===== src/rtl/micro_pipeline_ctrl.sv =====
// micro_pipeline_ctrl: sequencer for a 3-stage microinstruction pipeline (S1 fetch/decode, S2, S3).
// Build macro PERF_CNT_EN adds saturating stall/bubble counters; s2_en/s3_en/s2_bubble report the load done at the last edge.
module micro_pipeline_ctrl #(
    parameter int                ADDR_W     = 8,
    parameter logic [ADDR_W-1:0] RESET_ADDR = '0,
    parameter int                CNT_W      = 16
) (
    input  logic              clock,
    input  logic              reset,
    input  logic              start,
    input  logic              halt_req,
    input  logic [3:0]        mir_b_sel,
    input  logic [5:0]        mir_c_mask,
    input  logic [1:0]        mir_jam,
    input  logic [ADDR_W-1:0] mir_next,
    input  logic              alu_n,
    input  logic              alu_z,
    output logic [ADDR_W-1:0] mpc,
    output logic              s2_en,
    output logic              s3_en,
    output logic              s2_bubble,
    output logic              busy,
    output logic [CNT_W-1:0]  stall_cycles,
    output logic [CNT_W-1:0]  bubble_cnt
);

    typedef enum logic [2:0] {
        ST_IDLE,
        ST_RUN,
        ST_STALL,
        ST_BRWAIT,
        ST_DRAIN,
        ST_HALT
    } state_t;

    localparam logic [1:0] JAM_SEQ = 2'b00;
    localparam logic [1:0] JAM_N   = 2'b01;
    localparam logic [1:0] JAM_Z   = 2'b10;
    localparam logic [1:0] JAM_UNC = 2'b11;

    state_t             state_reg;
    logic [ADDR_W-1:0]  mpc_reg;
    logic [ADDR_W-1:0]  br_target_reg;
    logic [1:0]         br_cnt_reg;
    logic [5:0]         sh2_mask_reg;
    logic [5:0]         sh3_mask_reg;
    logic [1:0]         sh2_jam_reg;
    logic [1:0]         sh3_jam_reg;
    logic               s2_en_reg;
    logic               s3_en_reg;
    logic               s2_bubble_reg;
    logic               busy_reg;

    logic               is_active;
    logic               is_fetching;
    logic               hazard;
    logic               bubble_now;
    logic               taken;
    logic [5:0]         inflight_mask;
    logic [5:0]         hazard_hit;

    // A register is "in flight" while either downstream stage still intends to write it.
    assign inflight_mask = sh2_mask_reg | sh3_mask_reg;

    genvar gi;
    generate
        for (gi = 0; gi < 6; gi++) begin : g_hazard
            assign hazard_hit[gi] = (mir_b_sel == 4'(gi)) && inflight_mask[gi];
        end
    endgenerate

    assign hazard = |hazard_hit;

    assign is_active = (state_reg == ST_RUN) || (state_reg == ST_STALL) ||
                       (state_reg == ST_BRWAIT) || (state_reg == ST_DRAIN);

    assign is_fetching = ((state_reg == ST_RUN) || (state_reg == ST_STALL)) && !halt_req;

    // Anything other than a clean S1 issue pushes a NOP into S2.
    assign bubble_now = is_active && !(is_fetching && !hazard);

    // The branch sits in S3 when it resolves, so its jam code comes from the S3 shadow.
    assign taken = ((sh3_jam_reg == JAM_N) && alu_n) ||
                   ((sh3_jam_reg == JAM_Z) && alu_z);

    always_ff @(posedge clock) begin
        if (reset) begin
            state_reg     <= ST_IDLE;
            mpc_reg       <= RESET_ADDR;
            br_target_reg <= '0;
            br_cnt_reg    <= 2'd0;
            sh2_mask_reg  <= '0;
            sh3_mask_reg  <= '0;
            sh2_jam_reg   <= JAM_SEQ;
            sh3_jam_reg   <= JAM_SEQ;
            s2_en_reg     <= 1'b0;
            s3_en_reg     <= 1'b0;
            s2_bubble_reg <= 1'b0;
            busy_reg      <= 1'b0;
        end else begin
            s2_en_reg     <= is_active;
            s3_en_reg     <= is_active;
            s2_bubble_reg <= bubble_now;

            if (is_active) begin
                sh3_mask_reg <= sh2_mask_reg;
                sh3_jam_reg  <= sh2_jam_reg;
                sh2_mask_reg <= bubble_now ? 6'd0 : mir_c_mask;
                sh2_jam_reg  <= bubble_now ? JAM_SEQ : mir_jam;
            end

            case (state_reg)
                ST_IDLE, ST_HALT: begin
                    if (start) begin
                        state_reg    <= ST_RUN;
                        mpc_reg      <= RESET_ADDR;
                        busy_reg     <= 1'b1;
                        sh2_mask_reg <= '0;
                        sh3_mask_reg <= '0;
                        sh2_jam_reg  <= JAM_SEQ;
                        sh3_jam_reg  <= JAM_SEQ;
                    end
                end

                ST_RUN, ST_STALL: begin
                    if (halt_req) begin
                        state_reg <= ST_DRAIN;
                    end else if (hazard) begin
                        state_reg <= ST_STALL;
                    end else begin
                        state_reg <= ST_RUN;
                        case (mir_jam)
                            JAM_UNC: mpc_reg <= mir_next;
                            JAM_N, JAM_Z: begin
                                state_reg     <= ST_BRWAIT;
                                br_cnt_reg    <= 2'd2;
                                br_target_reg <= mir_next;
                            end
                            default: mpc_reg <= mpc_reg + ADDR_W'(1);
                        endcase
                    end
                end

                ST_BRWAIT: begin
                    if (halt_req) begin
                        // The in-flight branch is dropped; its target is never used.
                        state_reg <= ST_DRAIN;
                    end else if (br_cnt_reg == 2'd1) begin
                        state_reg <= ST_RUN;
                        mpc_reg   <= taken ? br_target_reg : mpc_reg + ADDR_W'(1);
                    end else begin
                        br_cnt_reg <= br_cnt_reg - 2'd1;
                    end
                end

                ST_DRAIN: begin
                    state_reg <= ST_HALT;
                    busy_reg  <= 1'b0;
                end

                default: begin
                    state_reg <= ST_IDLE;
                    busy_reg  <= 1'b0;
                end
            endcase
        end
    end

    assign mpc       = mpc_reg;
    assign s2_en     = s2_en_reg;
    assign s3_en     = s3_en_reg;
    assign s2_bubble = s2_bubble_reg;
    assign busy      = busy_reg;

`ifdef PERF_CNT_EN
    logic [CNT_W-1:0] stall_cnt_reg;
    logic [CNT_W-1:0] bubble_cnt_reg;
    logic             hazard_stall;
    logic             cnt_clr;

    assign hazard_stall = is_fetching && hazard;
    assign cnt_clr      = start && ((state_reg == ST_IDLE) || (state_reg == ST_HALT));

    always_ff @(posedge clock) begin
        if (reset || cnt_clr) begin
            stall_cnt_reg  <= '0;
            bubble_cnt_reg <= '0;
        end else begin
            if (hazard_stall && !(&stall_cnt_reg)) begin
                stall_cnt_reg <= stall_cnt_reg + CNT_W'(1);
            end
            if (bubble_now && !(&bubble_cnt_reg)) begin
                bubble_cnt_reg <= bubble_cnt_reg + CNT_W'(1);
            end
        end
    end

    assign stall_cycles = stall_cnt_reg;
    assign bubble_cnt   = bubble_cnt_reg;
`else
    assign stall_cycles = '0;
    assign bubble_cnt   = '0;
`endif

endmodule


===== config.mk =====
export PLATFORM = sky130hd
export DESIGN_NAME = micro_pipeline_ctrl
export DESIGN_NICKNAME = d
export VERILOG_FILES = /design/src/rtl/micro_pipeline_ctrl.sv
export SDC_FILE = /design/constraint.sdc
export NUM_CORES = 1
export LEC_CHECK = 0
export BUFFER_PORTS_ARGS = -buffer_cell sky130_fd_sc_hd__buf_4
export CORE_UTILIZATION = 52
export DETAILED_ROUTE_END_ITERATION = 6
export GPL_ROUTABILITY_DRIVEN = 0
export GPL_TIMING_DRIVEN = 0
export PLACE_DENSITY = 0.79
export SYNTH_ARGS = -nofsm -noshare
export SYNTH_HDL_FRONTEND = slang
export SYNTH_SLANG_ARGS = --single-unit

===== constraint.sdc =====
create_clock -name clock -period 3.2 [get_ports clock]
set_input_delay 0.8 -clock clock [delete_from_list [all_inputs] [get_ports clock]]
set_output_delay 0.8 -clock clock [all_outputs]
set_load 0.005 [all_outputs]

==> impl_results.md, run 1 <==
- Setup WS post-layout: just over 0.7 ns
- Post-synth top cells: dfxtp_1, nand2_1, buf_4
- Sequential power share: roughly 45%
- Outcome: finished with violations
- Post-layout nets: 409
- Dpl hpwl: between 4 and 5 mm
- Clock sink count: 40
- Cell Count, Final, Fillers Out: ~430
- RSZ-0062 raised after global routing: no
- Max Freq: 401.0 MHz
- Via Count: ~2300
- Grt met3 use: 4.701%
- IO Port Bufs: 35
- Setup Crit Path Kind: in2reg
- Startpoint Class: primary input
- Tot GR Track Use: about a quarter
- Via density: roughly 5.3
- Fin. max-slew vios: 0
- Vias in the first global route: 2049
- ANT cells: 0
- CTS clk-pin slew, worst paths: ~0.080 ns
- Post-Synthesis Cells: 307
- I/O pin total: 70
- Worst IR Drop VDD: 0.2211 mV
- Count leader, synth: dfxtp_1
- Met2 Use GR: 38.20%
- Avg Cell Area, Syn: between 8 and 9 µm²
- Row Count: 24
- Chip width: just over 70 µm
- Clk pwr share: between 20 and 30%
- Pleak: about 1.2 nW
- Clk root buf: clkbuf_8
- Period Utilization, post-route: approximately 80%
- Switching Share: a little under a third
- Num CTS Buffers: 5
- CTS Hold Bufs: 0
- Fin. Hold Viols: 0
- DP Area: between 2000 and 3000 µm²
- Die height: approximately 70 µm
- FF+latch count, synth: 40
- Setup TNS: 0 ns
- Clock Latency Late Sink: about 0.30 ns
- Cell area after synthesis: approximately 2500 µm²
- HP Class: reg2reg
- WP data arrival: about 2.7 ns
- Req. time, crit path: around 3.4 ns
- NetSw: 0.0003748 W
- Crit-path max FO: 8
- Failing checks: design-rule violations
- Core area: between 4000 and 5000 µm²
- Layout area overhead: 21.62%
- Clock buffer depth: 2
- YS warnings: 0
- # Max-Cap Violations: 0
- Finished Cell Area: just over 3000 µm²
- Cts repair resizes: 0
- CTS tree: yes
- DRC viols: 6
- GRT overflow: 0
- Register area share after synthesis: between 30% and 40%
- Largest net degree at the start of global routing: 13
- GR Layer Usage met1: 30.56%
- CP Capture Type: register
- Combinational power share: approximately 26%
- First-pass GRT wire length: between 9 and 10 mm
- Pwr Density: ~400 nW/µm²
- Initial DRC count: roughly 220
- Minimum clock period: 2.494 ns
- Initial Util: a little under three fifths
- Distinct cells, synth: 47
- Die area: 5067 µm²
- Largest cells by area after synthesis: dfxtp_1, buf_4, mux2i_1, nand2_1, a21oi_1
- Layout Skew: 0.005743 ns
- P_int: ~0.00083 W
- DR WL/cell: 13.29 µm
- Post-synth EDFFs: 0
- Pre-CTS WS: around 0.36 ns
- Synth Flop Type: dfxtp_1
- Drt first pass iters: 7
- Cell taking the most area after synthesis: dfxtp_1
- Synth async-reset ratio: 0%
- Power Total: between 0.001 and 0.0015 W
- GRT Max-Usage Layer: met2
- Routed wire length: approximately 5.8 mm
- Synth top area share: 32.18%
- Setup Buffers After CTS: 0
- Slew margin rel.: 52.06%
- Layout cells sized above 1: between 20% and 30%
- Dpl cells: approximately 430
- Initial antenna violation count: 0
- H-tree depth: 2
- Antenna Nets Post-Route: 0
- Worst Tran Pin Value: 0.7137 ns
- Final setup vio count: 0
==> power by group through the flow <==
stage	clock, W	sequential [W]	combinational, W
3_3_place_gp	0	0.000550	0.000301
5_1_grt	0.000379	0.000541	0.000345
2_1_floorplan	0	0.000547	0.000220
4_1_cts	0.000359	0.000539	0.000309
6_report	0.000357	0.000539	0.000312
3_5_place_dp	0	0.000551	0.000308
==> cell type report <==
class                           instances  area, µm²
Buffer                                 47      300.3
Clock buffer                            7      86.33
Clock inverter                          1      7.507
Fill cell                             397       1448
Inverter                               15      56.30
Multi-Input combinational cell        236       1448
Sequential cell                        40      800.8
Tap cell                               52      65.06
Timing Repair Buffer                   35      262.8
==> logic make-up (layout without fill, tap and decap cells) <==
kind of cell	count (synthesis)	in the layout	share of synthesized area, %
simple gates	104	104	21.22
compound gates	72	72	20.92
buf+inv	62	105	14.33
flops	40	40	32.18
mux	18	18	7.240
xor+xnor	7	7	2.464
fa+ha+maj	3	3	1.508
other cells	1	32	0.1507
==> placed cells by master, fill, tap and decap left out, types with 4 or more instances in the layout <==
| master | netlist | final |
|---|---|---|
| nand3_1 | 5 | 5 |
| o21a_1 | 5 | 5 |
| xnor2_1 | 5 | 5 |
| clkbuf_8 | 0 | 6 |
| o32ai_1 | 8 | 8 |
| a21oi_1 | 24 | 24 |
| conb_1 | 1 | 32 |
| or3_1 | 5 | 5 |
| o22a_1 | 4 | 4 |
| buf_4 | 33 | 68 |
| o32a_1 | 4 | 4 |
| nor2_1 | 12 | 12 |
| mux2i_1 | 18 | 18 |
| nand2b_1 | 19 | 19 |
| clkbuf_1 | 14 | 15 |
| dfxtp_1 | 40 | 40 |
| nor2b_1 | 4 | 4 |
| o21ai_0 | 9 | 9 |
| nor3_1 | 12 | 12 |
| nand2_1 | 38 | 38 |
| inv_1 | 14 | 14 |
==> metrics by stage <==
step / hold slack (ns) / util (%)
after detailed placement: 0.4473 / 65.55
final: 0.4602 / 67.65
after global placement: 0.4425 / 65.55
after floorplan: 0.4320 / -
after global routing: 0.4721 / 67.65
after CTS: 0.4585 / 67.65
==> final timing paths <==
path / start / endpoint / slack, ns / depth (start not counted)
worst min-delay path: sh3_mask_reg[5] / sh3_mask_reg[5] / 0.46 / 2
worst max-delay path: mir_b_sel[0] / br_target_reg[3] / 0.71 / 6
worst min register to register: sh3_mask_reg[5] / sh3_mask_reg[5] / 0.46 / 2
worst max register to register: sh3_mask_reg[5] / br_target_reg[3] / 0.98 / 5
==> worst max-delay path: stages <==
cell and delay, ns:
buf_4 0.11, or3b_1 0.35, o311a_1 0.14, o311a_4 0.42
nor4_4 0.63, mux2i_1 0.27
==> routing by layer <==
metal,routed length [µm],vias up
li1,-,1156
met1,2619,1048
met2,2722,73
met3,343,7
met4,69,0
met5,0,-
(Power assumes the default switching activity.)
==> inputs of run 2 (changes only) <==
Settings changed: CORE_UTILIZATION 52 to 47, PLACE_DENSITY 0.79 to 0.75.
Clock period 3.2 ns to 2.1 ns, I/O delays scaled along.
==> impl_results.md, run 2 (synthesized netlist as in run 1, its figures left out) <==
- Hold depth: 2 (unchanged)
- Fin. max-slew vios: 0 (unchanged)
- Commonest non-fill, non-tap cell in the layout: buf_4
- CP peak stage delay: 0.45 ns (-0.18 ns)
- WP data arrival: 2.26 ns (-0.46 ns)
- CTS Hold Bufs: 0 (unchanged)
- DP Area: 2955 µm² (+0.77%)
- Setup Crit Path Kind: in2reg
- Tot GR Track Use: 21.12% (-2.5 points)
- Crit-path max FO: 8 (unchanged)
- First-pass GRT wire length: 9.101 mm (-2.7%)
- WHS: 0.4592 ns (-0.0009890 ns)
- Drt first pass iters: 6 (-1)
- Clock buffer depth: 2 (unchanged)
- Core area: 5107 µm² (+14%)
- Flop2flop setup slack: 0.09 ns (-0.89 ns)
- Final setup vio count: 0 (unchanged)
- Outcome: completed
- Die height: 74.77 µm (+5.0%)
- Critical R2R Launch: sh3_mask_reg[5]
- Req. time, crit path: 2.33 ns (-1.10 ns)
- CP Capture Type: register
- Sequential Area: 800.8 µm² (unchanged)
- WHS Endpoint: sh2_jam_reg[1]
- Worst Tran Pin Value: 0.6338 ns (-0.07995 ns)
- Setup WS post-layout: 0.07039 ns (-0.6361 ns)
- Via density: 5.062 (-4.0%)
- Initial Util: 48.73% (-6.9 points)
- # Max-Cap Violations: 0 (unchanged)
- Layout Skew: 0.009882 ns (+0.004139 ns)
- Routed wire length: 5.620 mm (-2.3%)
- Die area: 5590 µm² (+10%)
- Vias in the first global route: 1956 (-4.5%)
- Worst path top cell family by delay: compound AO/OA/AOI/OAI gates
- Depth of the most critical reg-to-reg path: 5 (unchanged)
- Reg2Reg Capture Point: br_cnt_reg[0]
- GRT overflow: 0 (unchanged)
- # fillers: 463 (+17%)
- Most frequent cells in the layout: buf_4, dfxtp_1, nand2_1
- ANT cells: 0 (unchanged)
- Slowest CP cell: a2111oi_2
- Worst Setup SP: mir_b_sel[0]
- Slew margin rel.: 57.44% (+5.4 points)
- Max Freq: about 490 MHz
- Row Count: 26 (+8.3%)
- RSZ-0062 raised after global routing: no
- Finished Cell Area: 3099 µm² (+2.4%)
- Num CTS Buffers: 5 (unchanged)
- Antenna Nets Post-Route: 0 (unchanged)
- Minimum clock period: about 2 ns
- H-tree depth: 2 (unchanged)
- Clock sink count: 40 (unchanged)
- Setup TNS: 0 ns (unchanged)
- Largest net degree at the start of global routing: 13 (unchanged)
- Clk root buf: clkbuf_8
- Pre-CTS WS: -0.4915 ns (-0.8523 ns)
- CTS clk-pin slew, worst paths: 0.08 ns (about the same)
- DRC viols: 0 (-6)
- DR WL/cell: 12.46 µm (-6.2%)
- Initial antenna violation count: 0 (unchanged)
- Crit path cell chain: buf_4 -> or3b_1 -> o311a_1 -> o311a_4 -> a2111oi_2 -> mux2i_1
- IO Port Bufs: 35 (unchanged)
- Layout area overhead: 24.53%
- Buf/Inv on CP: 1 (unchanged)
- Startpoint Class: primary input
- Worst IR Drop VDD: 0.3457 mV (+56%)
- Via Count: 2283 (-0.044%)
- Post-layout nets: 409 (unchanged)
- HP Class: reg2reg
- Multi-input logic area: 1471 µm² (+1.6%)
- I/O pin total: 70 (unchanged)
- Layout cells sized above 1: 22.83% (+1.3 points)
- Dpl hpwl: 4.046 mm (-4.3%)
- Chip width: 74.77 µm (+5.0%)
- Fin. Hold Viols: 0 (unchanged)
- Hold Path Origin: sh2_jam_reg[1]
- Period Utilization, post-route: between 90% and 100%
- Pwr Density: 627.0 nW/µm² (+57%)
- CTS tree: yes
- Pleak: 1.242 nW (+2.6%)
- Clock Latency Late Sink: 0.30 ns (about the same)
- Initial DRC count: 152 (-32%)
run 2: stage by stage:
step	utilization (%)	total power, W	instances
floorplan	-	0.001170	338
global placement	57.86	0.001299	443
detailed placement	57.86	0.001308	443
CTS	60.51	0.001944	453
global route	60.68	0.002052	451
finish	60.68	0.001943	451
run 2: worst max path at each step:
stage / to / depth (start not counted) / slack (ns)
3_3_place_gp: br_target_reg[3] / 6 / -0.45
3_5_place_dp: br_target_reg[3] / 6 / -0.49
6_report: br_cnt_reg[0] / 6 / 0.07
2_1_floorplan: br_target_reg[0] / 5 / -0.09
5_1_grt: mpc[0] / 5 / 0.004
4_1_cts: mpc[3] / 6 / 0.02
run 2: timing repair:
item | in CTS | in global routing
setup buffers | 2 | 0
gates resized for setup | 2 | 4
pin swaps | 1 | 1
endpoints found under the setup margin | 19 | 22
run 2: area by class of cell:
class | count | area share [%]
multi-input combinational | 236 | 47.48
timing repair buffer | 37 | 9.084
buffer | 45 | 9.487
clock inverter | 2 | 1.130
clock buffer | 6 | 2.342
sequential | 40 | 25.84
tap | 70 | 2.826
inverter | 15 | 1.817
run 2: power breakdown:
group	switching, W	internal (W)	total [W]	leakage [nW]
sequential	0.0000311	0.000797	0.000828	0.324
clock	0.000278	0.000353	0.000631	0.0552
combinational	0.000268	0.000216	0.000484	0.862
run 2: worst register-to-register path: stages (launching register included):
cell	delay, ns
dfxtp_1	0.31
or3b_1	0.38
o311a_1	0.14
o311a_4	0.43
a2111oi_2	0.45
mux2i_1	0.25
run 2: routing by layer:
layer | track usage [%] | wire length (µm)
met1 | 27.82 | 2535
met3 | 6.292 | 361
met4 | 5.241 | 55
met5 | 0 | 0
met2 | 33.93 | 2668
